==> src/rtl/mcfsm_pkg.sv <==
// Shared encodings for the multicycle RV32I sequencing controller: states,
// opcodes, ALU function codes and datapath select codes.
package mcfsm_pkg;

  typedef enum logic [3:0] {
    S_FETCH    = 4'd0,
    S_DECODE   = 4'd1,
    S_MEMADR   = 4'd2,
    S_MEMREAD  = 4'd3,
    S_MEMWB    = 4'd4,
    S_MEMWRITE = 4'd5,
    S_EXECR    = 4'd6,
    S_EXECI    = 4'd7,
    S_ALUWB    = 4'd8,
    S_BRANCH   = 4'd9,
    S_HALT     = 4'd10
  } state_e;

  localparam logic [6:0] OP_LW     = 7'b0000011;
  localparam logic [6:0] OP_SW     = 7'b0100011;
  localparam logic [6:0] OP_RTYPE  = 7'b0110011;
  localparam logic [6:0] OP_ITYPE  = 7'b0010011;
  localparam logic [6:0] OP_BRANCH = 7'b1100011;

  localparam logic [2:0] ALU_ADD = 3'b000;
  localparam logic [2:0] ALU_SLL = 3'b001;
  localparam logic [2:0] ALU_SUB = 3'b010;
  localparam logic [2:0] ALU_XOR = 3'b100;
  localparam logic [2:0] ALU_SRL = 3'b101;
  localparam logic [2:0] ALU_OR  = 3'b110;
  localparam logic [2:0] ALU_AND = 3'b111;

  localparam logic [1:0] RES_ALUOUT = 2'b00;
  localparam logic [1:0] RES_DATA   = 2'b01;
  localparam logic [1:0] RES_ALU    = 2'b10;

  localparam logic [1:0] SRCA_PC    = 2'b00;
  localparam logic [1:0] SRCA_OLDPC = 2'b01;
  localparam logic [1:0] SRCA_RS1   = 2'b10;

  localparam logic [1:0] SRCB_RS2  = 2'b00;
  localparam logic [1:0] SRCB_IMM  = 2'b01;
  localparam logic [1:0] SRCB_FOUR = 2'b10;

  localparam logic [1:0] IMM_I = 2'b00;
  localparam logic [1:0] IMM_S = 2'b01;
  localparam logic [1:0] IMM_B = 2'b10;

endpackage

==> src/rtl/mc_alu_func_decode.sv <==
// ALU function decode for R-type and I-type execute states.
module mc_alu_func_decode
  import mcfsm_pkg::*;
(
  input  logic       op5,
  input  logic [2:0] funct3,
  input  logic       funct7b5,
  output logic [2:0] alu_control
);

  always_comb begin
    alu_control = ALU_ADD;
    case (funct3)
      // funct7b5 only selects sub for R-type; addi immediates may have bit 30 set
      3'b000:  alu_control = (op5 && funct7b5) ? ALU_SUB : ALU_ADD;
      3'b001:  alu_control = ALU_SLL;
      3'b100:  alu_control = ALU_XOR;
      3'b101:  alu_control = ALU_SRL;
      3'b110:  alu_control = ALU_OR;
      3'b111:  alu_control = ALU_AND;
      default: alu_control = ALU_ADD;
    endcase
  end

endmodule

==> src/rtl/multicycle_control_fsm.sv <==
// Multicycle RV32I control FSM: fetch/decode/execute/memory/writeback sequencing.
// Optional MCFSM_ILLEGAL_TRAP_EN sends unsupported opcodes to a sticky HALT state.
module multicycle_control_fsm
  import mcfsm_pkg::*;
(
  input  logic       clk,
  input  logic       rst,
  input  logic [6:0] op,
  input  logic [2:0] funct3,
  input  logic       funct7b5,
  input  logic       zero,
  input  logic       signflag,
  input  logic       mem_ready,
  output logic       pc_write,
  output logic       adr_src,
  output logic       mem_read,
  output logic       mem_write,
  output logic       ir_write,
  output logic [1:0] result_src,
  output logic [1:0] alu_src_a,
  output logic [1:0] alu_src_b,
  output logic [1:0] imm_src,
  output logic       reg_write,
  output logic [2:0] alu_control,
  output logic [3:0] state_o,
  output logic       illegal_o
);

  state_e     state_q, state_d;
  logic [2:0] alu_func;

  mc_alu_func_decode u_alu_dec (
    .op5        (op[5]),
    .funct3     (funct3),
    .funct7b5   (funct7b5),
    .alu_control(alu_func)
  );

  always_ff @(posedge clk or posedge rst) begin
    if (rst) state_q <= S_FETCH;
    else     state_q <= state_d;
  end

  always_comb begin
    state_d     = state_q;
    pc_write    = 1'b0;
    adr_src     = 1'b0;
    mem_read    = 1'b0;
    mem_write   = 1'b0;
    ir_write    = 1'b0;
    result_src  = RES_ALUOUT;
    alu_src_a   = SRCA_PC;
    alu_src_b   = SRCB_RS2;
    imm_src     = IMM_I;
    reg_write   = 1'b0;
    alu_control = ALU_ADD;
    illegal_o   = 1'b0;
    state_o     = state_q;

    case (state_q)
      S_FETCH: begin
        mem_read   = 1'b1;
        alu_src_b  = SRCB_FOUR;
        result_src = RES_ALU;
        ir_write   = mem_ready;
        pc_write   = mem_ready;
        if (mem_ready) state_d = S_DECODE;
      end
      S_DECODE: begin
        // branch target OldPC + immB lands in ALUOut for BRANCH to use
        alu_src_a = SRCA_OLDPC;
        alu_src_b = SRCB_IMM;
        imm_src   = IMM_B;
        case (op)
          OP_LW, OP_SW: state_d = S_MEMADR;
          OP_RTYPE:     state_d = S_EXECR;
          OP_ITYPE:     state_d = S_EXECI;
          OP_BRANCH:    state_d = S_BRANCH;
`ifdef MCFSM_ILLEGAL_TRAP_EN
          default:      state_d = S_HALT;
`else
          default:      state_d = S_FETCH;
`endif
        endcase
      end
      S_MEMADR: begin
        alu_src_a = SRCA_RS1;
        alu_src_b = SRCB_IMM;
        imm_src   = op[5] ? IMM_S : IMM_I;
        state_d   = op[5] ? S_MEMWRITE : S_MEMREAD;
      end
      S_MEMREAD: begin
        adr_src  = 1'b1;
        mem_read = 1'b1;
        if (mem_ready) state_d = S_MEMWB;
      end
      S_MEMWB: begin
        result_src = RES_DATA;
        reg_write  = 1'b1;
        state_d    = S_FETCH;
      end
      S_MEMWRITE: begin
        adr_src   = 1'b1;
        mem_write = 1'b1;
        if (mem_ready) state_d = S_FETCH;
      end
      S_EXECR: begin
        alu_src_a   = SRCA_RS1;
        alu_src_b   = SRCB_RS2;
        alu_control = alu_func;
        state_d     = S_ALUWB;
      end
      S_EXECI: begin
        alu_src_a   = SRCA_RS1;
        alu_src_b   = SRCB_IMM;
        imm_src     = IMM_I;
        alu_control = alu_func;
        state_d     = S_ALUWB;
      end
      S_ALUWB: begin
        result_src = RES_ALUOUT;
        reg_write  = 1'b1;
        state_d    = S_FETCH;
      end
      S_BRANCH: begin
        alu_src_a   = SRCA_RS1;
        alu_src_b   = SRCB_RS2;
        alu_control = ALU_SUB;
        result_src  = RES_ALUOUT;
        pc_write    = ((funct3 == 3'b000) &&  zero) ||
                      ((funct3 == 3'b001) && !zero) ||
                      ((funct3 == 3'b100) &&  signflag);
        state_d     = S_FETCH;
      end
      S_HALT: begin
`ifdef MCFSM_ILLEGAL_TRAP_EN
        illegal_o = 1'b1;
`endif
        state_d = S_HALT;
      end
      default: state_d = S_FETCH;
    endcase

    // async reset must silence every output, including the FETCH read request
    if (rst) begin
      pc_write    = 1'b0;
      adr_src     = 1'b0;
      mem_read    = 1'b0;
      mem_write   = 1'b0;
      ir_write    = 1'b0;
      result_src  = 2'b00;
      alu_src_a   = 2'b00;
      alu_src_b   = 2'b00;
      imm_src     = 2'b00;
      reg_write   = 1'b0;
      alu_control = 3'b000;
      illegal_o   = 1'b0;
      state_o     = 4'd0;
    end
  end

endmodule

==> config.mk <==
export PLATFORM = sky130hd
export DESIGN_NAME = multicycle_control_fsm
export DESIGN_NICKNAME = d
export VERILOG_FILES = /design/src/rtl/mcfsm_pkg.sv /design/src/rtl/mc_alu_func_decode.sv /design/src/rtl/multicycle_control_fsm.sv
export SDC_FILE = /design/constraint.sdc
export NUM_CORES = 1
export LEC_CHECK = 0
export ABC_AREA = 1
export ABC_CLOCK_PERIOD_IN_PS = 1500
export CAP_MARGIN = 20
export CELL_PAD_IN_SITES_DETAIL_PLACEMENT = 0
export CELL_PAD_IN_SITES_GLOBAL_PLACEMENT = 2
export CORE_MARGIN = 5
export CORE_UTILIZATION = 16
export DETAILED_ROUTE_END_ITERATION = 12
export PLACE_DENSITY = 0.83
export SETUP_SLACK_MARGIN = 0.3
export SYNTH_ARGS = -nofsm -noshare
export SYNTH_HDL_FRONTEND = slang
export SYNTH_SLANG_ARGS = --single-unit
==> constraint.sdc <==
create_clock -name clk -period 1.5 [get_ports clk]
set_clock_uncertainty 0.05 [all_clocks]
set_input_delay 0.15 -clock clk [delete_from_list [all_inputs] [get_ports clk]]
set_output_delay 0.15 -clock clk [all_outputs]
set_load 0.01 [all_outputs]
==> impl_metrics.prom <==
# TYPE chip_impl_metric gauge
chip_impl_metric{name="avgSynthCellArea",unit="um^2"} 5.748
chip_impl_metric{name="cp_data_arrival_time",unit="ns"} 1.40
chip_impl_metric{name="swShare",unit="%"} 44.52
chip_impl_metric{name="design.core.area",unit="mm^2"} 0.003416
chip_impl_metric{name="drv.max_cap_violation_count",unit=""} 0
chip_impl_metric{name="power_density",unit="mW/mm^2"} 780.8
chip_impl_metric{name="grt_antenna_before_repair",unit=""} 0
chip_impl_metric{name="critical_path_s_largest_stage_delay",unit="ns"} 0.47
chip_impl_metric{name="synth_warnings",unit=""} 0
chip_impl_metric{name="placedCellCount",unit=""} 206
chip_impl_info{name="setup.worst_path.start_class",value="flop"} 1
chip_impl_metric{name="initial_core_util",unit="%"} 17.00
chip_impl_metric{name="place_area",unit="mm^2"} 0.001217
chip_impl_metric{name="ctsHtreeMaxLevel",unit=""} 1
chip_impl_metric{name="vdd_ir_drop_max",unit="mV"} 0.2721
chip_impl_metric{name="antenna-diode-count",unit=""} 0
chip_impl_info{name="reg_top3",value="state_q: 4 flops"} 1
chip_impl_metric{name="buffer_ports.inserted",unit=""} 36
chip_impl_metric{name="postSynthRegisterBits",unit=""} 4
chip_impl_metric{name="post_route_cells_drive_above_1_share",unit="%"} 55.69
chip_impl_info{name="status",value="finished, violations left"} 1
chip_impl_metric{name="chipWidth",unit="um"} 70.24
chip_impl_metric{name="post-route-worst-setup-slack",unit="ns"} -0.09679
chip_impl_metric{name="place.gp.congestion",unit=""} 0.7876
chip_impl_metric{name="dieHeight",unit="um"} 70.24
chip_impl_metric{name="fp-row-count",unit=""} 21
chip_impl_metric{name="comb_power_share",unit="%"} 73.5
chip_impl_metric{name="fp.dieArea",unit="mm^2"} 0.004933
chip_impl_metric{name="p_switching",unit="mW"} 0.4689
chip_impl_metric{name="report.final.hold_viol_count",unit=""} 0
chip_impl_metric{name="clkLatencyLatePin",unit="ns"} 0.23
chip_impl_metric{name="max_clock_freq",unit="MHz"} 626.3
chip_impl_metric{name="post-route-cell-area",unit="mm^2"} 0.001349
chip_impl_metric{name="total_power",unit="mW"} 1.053
chip_impl_metric{name="seq_power_share",unit="%"} 14.4
chip_impl_info{name="rsz_0062_raised_after_global_routing",value="true"} 1
chip_impl_metric{name="grt_start_max_net_pins",unit=""} 12
chip_impl_metric{name="timing.final.setup_violations",unit=""} 11
chip_impl_metric{name="post_synth_mux_area_share",unit="%"} 0
chip_impl_metric{name="compound_cell_area_share_of_the_yosys_netlist",unit="%"} 15.30
chip_impl_info{name="clk_root_buffer_cell",value="sky130_fd_sc_hd__clkbuf_4"} 1
chip_impl_metric{name="floorplan.io_pins",unit=""} 38
chip_impl_info{name="critPathLaunch",value="state_q[1]$_DFFE_PP0P_"} 1
chip_impl_info{name="worstPathCellList",value="buf_6 -> inv_4 -> nand3_4 -> nor2_4 -> inv_2 -> o21ai_2 -> buf_2"} 1
chip_impl_metric{name="cts-buffers-inserted",unit=""} 3
chip_impl_metric{name="path_clk_slew",unit="ns"} 0.04
chip_impl_metric{name="grt-ovfl-total",unit=""} 0
chip_impl_metric{name="netlist_area",unit="um^2"} 580.6
chip_impl_metric{name="hpwlAfterDp",unit="mm"} 1.947
chip_impl_metric{name="synth.lib_cells_used.distinct",unit=""} 23
chip_impl_metric{name="drt_first_iter_violations",unit=""} 27
chip_impl_info{name="largest-register",value="state_q"} 1
chip_impl_metric{name="wl",unit="mm"} 2.415
chip_impl_metric{name="nets",unit=""} 185
chip_impl_metric{name="min_period",unit="ns"} 1.597
chip_impl_info{name="worst_path_max_delay_cell",value="sky130_fd_sc_hd__dfrtp_2"} 1
chip_impl_metric{name="netlist_instances",unit=""} 101
chip_impl_metric{name="post_layout_nonfiller_instances",unit=""} 213
chip_impl_metric{name="detail_route.vias_per_cell",unit=""} 4.174
chip_impl_metric{name="numClockSinks",unit=""} 4
chip_impl_metric{name="worstPathMaxFanout",unit=""} 7
chip_impl_metric{name="post_synthesis_net_count",unit=""} 117
chip_impl_info{name="r2r-start",value="state_q[1]$_DFFE_PP0P_"} 1
chip_impl_metric{name="synth_adder_area_share",unit="%"} 0
chip_impl_metric{name="synth_sequential_area_ratio",unit="%"} 17.24
chip_impl_metric{name="antenna_violating_nets_post_route",unit=""} 0
chip_impl_metric{name="final-max-slew-violation-count",unit=""} 0
chip_impl_metric{name="synthSimpleGateAreaFrac",unit="%"} 51.29
chip_impl_metric{name="grt_util_all_layers",unit="%"} 9.563
chip_impl_metric{name="timing.final.crit_share",unit="%"} 106.5
chip_impl_metric{name="route.detailed.wl_per_inst",unit="um"} 11.34
chip_impl_metric{name="route.detailed.drc",unit=""} 0
chip_impl_metric{name="rrSetupSlack",unit="ns"} 0.06
chip_impl_info{name="tritoncts",value="yes"} 1
chip_impl_metric{name="synth_xor_area_share",unit="%"} 0
chip_impl_metric{name="power_frac_clock",unit="%"} 12.1
chip_impl_info{name="cp-end-kind",value="output pin"} 1
chip_impl_info{name="violations",value="negative setup slack"} 1
chip_impl_info{name="hold_path_class",value="input pin to async pin"} 1
chip_impl_info{name="crit_path_kind",value="flop to output pin"} 1
chip_impl_metric{name="largest_register_ff_count",unit=""} 4
chip_impl_metric{name="wire_length_of_the_first_global_routing_pass",unit="mm"} 3.843
chip_impl_metric{name="area_delta_synth_final",unit="%"} 132.3
chip_impl_info{name="largest_family_of_logic_cells_by_synthesized_area",value="simple AND/OR/NAND/NOR gates"} 1
chip_impl_metric{name="p_int",unit="mW"} 0.5843
chip_impl_metric{name="cts_buffer_depth",unit=""} 2
chip_impl_metric{name="static-leakage-power",unit="nW"} 0.6580
chip_impl_metric{name="firstDrtPassIters",unit=""} 4
chip_impl_metric{name="total_number_of_vias",unit=""} 889
chip_impl_metric{name="worst-endpoint-required",unit="ns"} 1.30
chip_impl_metric{name="via_count_of_the_first_global_routing_pass",unit=""} 869
## worst max-delay path, delay by kind of cell, from the launching register on
kind                   cells  cell delay, ns
buffers and inverters      4            0.40
AO/OA/AOI/OAI              1            0.12
AND/OR/NAND/NOR            2            0.19
flip-flops                 1            0.47
## power groups by stage
stage	combinational [mW]	clock, mW	sequential [mW]
2_1_floorplan	0.341	0	0.153
6_report	0.774	0.128	0.151
5_1_grt	0.837	0.135	0.156
4_1_cts	0.720	0.134	0.151
3_3_place_gp	0.702	0	0.148
3_5_place_dp	0.703	0	0.150
## cell usage in the layout, fill, tap and decap left out, types with 2 or more instances in the layout
master,Yosys,routed
sky130_fd_sc_hd__buf_4,3,22
sky130_fd_sc_hd__nand2_1,23,20
sky130_fd_sc_hd__clkdlybuf4s50_1,0,14
sky130_fd_sc_hd__buf_2,0,14
sky130_fd_sc_hd__buf_6,0,14
sky130_fd_sc_hd__inv_1,15,12
sky130_fd_sc_hd__nor2_1,16,8
sky130_fd_sc_hd__nor2_4,3,6
sky130_fd_sc_hd__nand3_1,10,5
sky130_fd_sc_hd__nor2_2,0,5
sky130_fd_sc_hd__nand3_2,0,4
sky130_fd_sc_hd__nor3_1,6,4
sky130_fd_sc_hd__inv_2,2,3
sky130_fd_sc_hd__nand2_2,0,3
sky130_fd_sc_hd__clkbuf_4,0,3
sky130_fd_sc_hd__o211ai_1,2,2
sky130_fd_sc_hd__o21ai_1,1,2
sky130_fd_sc_hd__a21oi_2,0,2
sky130_fd_sc_hd__o21ai_2,1,2
sky130_fd_sc_hd__clkdlybuf4s15_2,0,2
sky130_fd_sc_hd__dfrtp_1,4,2
sky130_fd_sc_hd__dfrtp_2,0,2
## area by class of cell
class / instances / area (um^2)
fillers: 373 / 2067
inverters: 17 / 71.32
multi-input cells: 76 / 530.5
well taps: 46 / 57.56
clock buffers: 3 / 22.52
repair buffers: 67 / 564.3
flip-flops and latches: 4 / 102.6
## path summary, 6_finish.rpt
check | depth (start not counted) | to
min reg2reg | 4 | state_q[2]$_DFFE_PP0P_
max reg2reg | 9 | state_q[0]$_DFFE_PP0P_
max | 7 | pc_write
min | 3 | state_q[2]$_DFFE_PP0P_
max in group asynchronous | 3 | state_q[3]$_DFFE_PP0P_
min in group clk | 3 | state_q[3]$_DFFE_PP0P_
## cell usage after synthesis
cell type,n,area (um^2)
sky130_fd_sc_hd__nor4_1,1,6.260
sky130_fd_sc_hd__o21ai_1,1,5.000
sky130_fd_sc_hd__nor3_1,6,30.03
sky130_fd_sc_hd__conb_1,1,3.750
sky130_fd_sc_hd__nor2_8,1,20.02
sky130_fd_sc_hd__o21bai_1,1,7.510
sky130_fd_sc_hd__a31oi_1,1,6.260
sky130_fd_sc_hd__inv_1,15,56.30
sky130_fd_sc_hd__inv_2,2,7.510
sky130_fd_sc_hd__nor2_4,3,33.78
sky130_fd_sc_hd__a41oi_1,1,8.760
sky130_fd_sc_hd__dfrtp_1,4,100.1
sky130_fd_sc_hd__nand2_4,1,11.26
sky130_fd_sc_hd__nand3_1,10,50.05
sky130_fd_sc_hd__o31ai_1,1,7.510
sky130_fd_sc_hd__o211ai_1,2,15.01
sky130_fd_sc_hd__o21ai_0,3,15.01
sky130_fd_sc_hd__o21ai_2,1,8.760
sky130_fd_sc_hd__buf_4,3,22.52
sky130_fd_sc_hd__a21oi_1,3,15.01
sky130_fd_sc_hd__nand2_1,23,86.33
sky130_fd_sc_hd__nor2_1,16,60.06
sky130_fd_sc_hd__clkbuf_1,1,3.750
## per-stage QoR
stage               hold WS (ns)  setup WS (ns)  util (%)  TNS [ns]
global placement          0.5276        -0.3968     35.64    -5.380
floorplan               -0.08568         0.2653         -         0
detailed placement        0.5541        -0.4093     35.64    -5.728
finish                    0.1303       -0.09679     39.49   -0.5532
global route              0.1752        -0.1525     39.49    -1.473
CTS                       0.1308        -0.1154     36.89   -0.7629
## per-layer routing
layer / up-vias / track usage [%] / routed length, um
met1: 409 / 11.72 / 1084
li1: 453 / - / -
met4: 0 / 4.468 / 25
met2: 25 / 15.59 / 1153
met3: 2 / 2.296 / 152
met5: - / 0 / 0
## cell families (layout without fill, tap and decap cells)
group | after synthesis | count (layout)
AOI/OAI and AO/OA | 14 | 14
buffers and inverters | 21 | 87
DFF | 4 | 4
other | 1 | 1
and+or+nand+nor | 61 | 61
## repair_timing
item / 4_1_cts / 5_1_grt
pin swaps: 6 / 4
hold endpoints to repair: 0 / 0
endpoints found under the setup margin: 25 / 25
resized for setup: 105 / 21
hold buffers: 0 / 0
setup buffers: 1 / 3
Power figures use the tool's default switching activity.
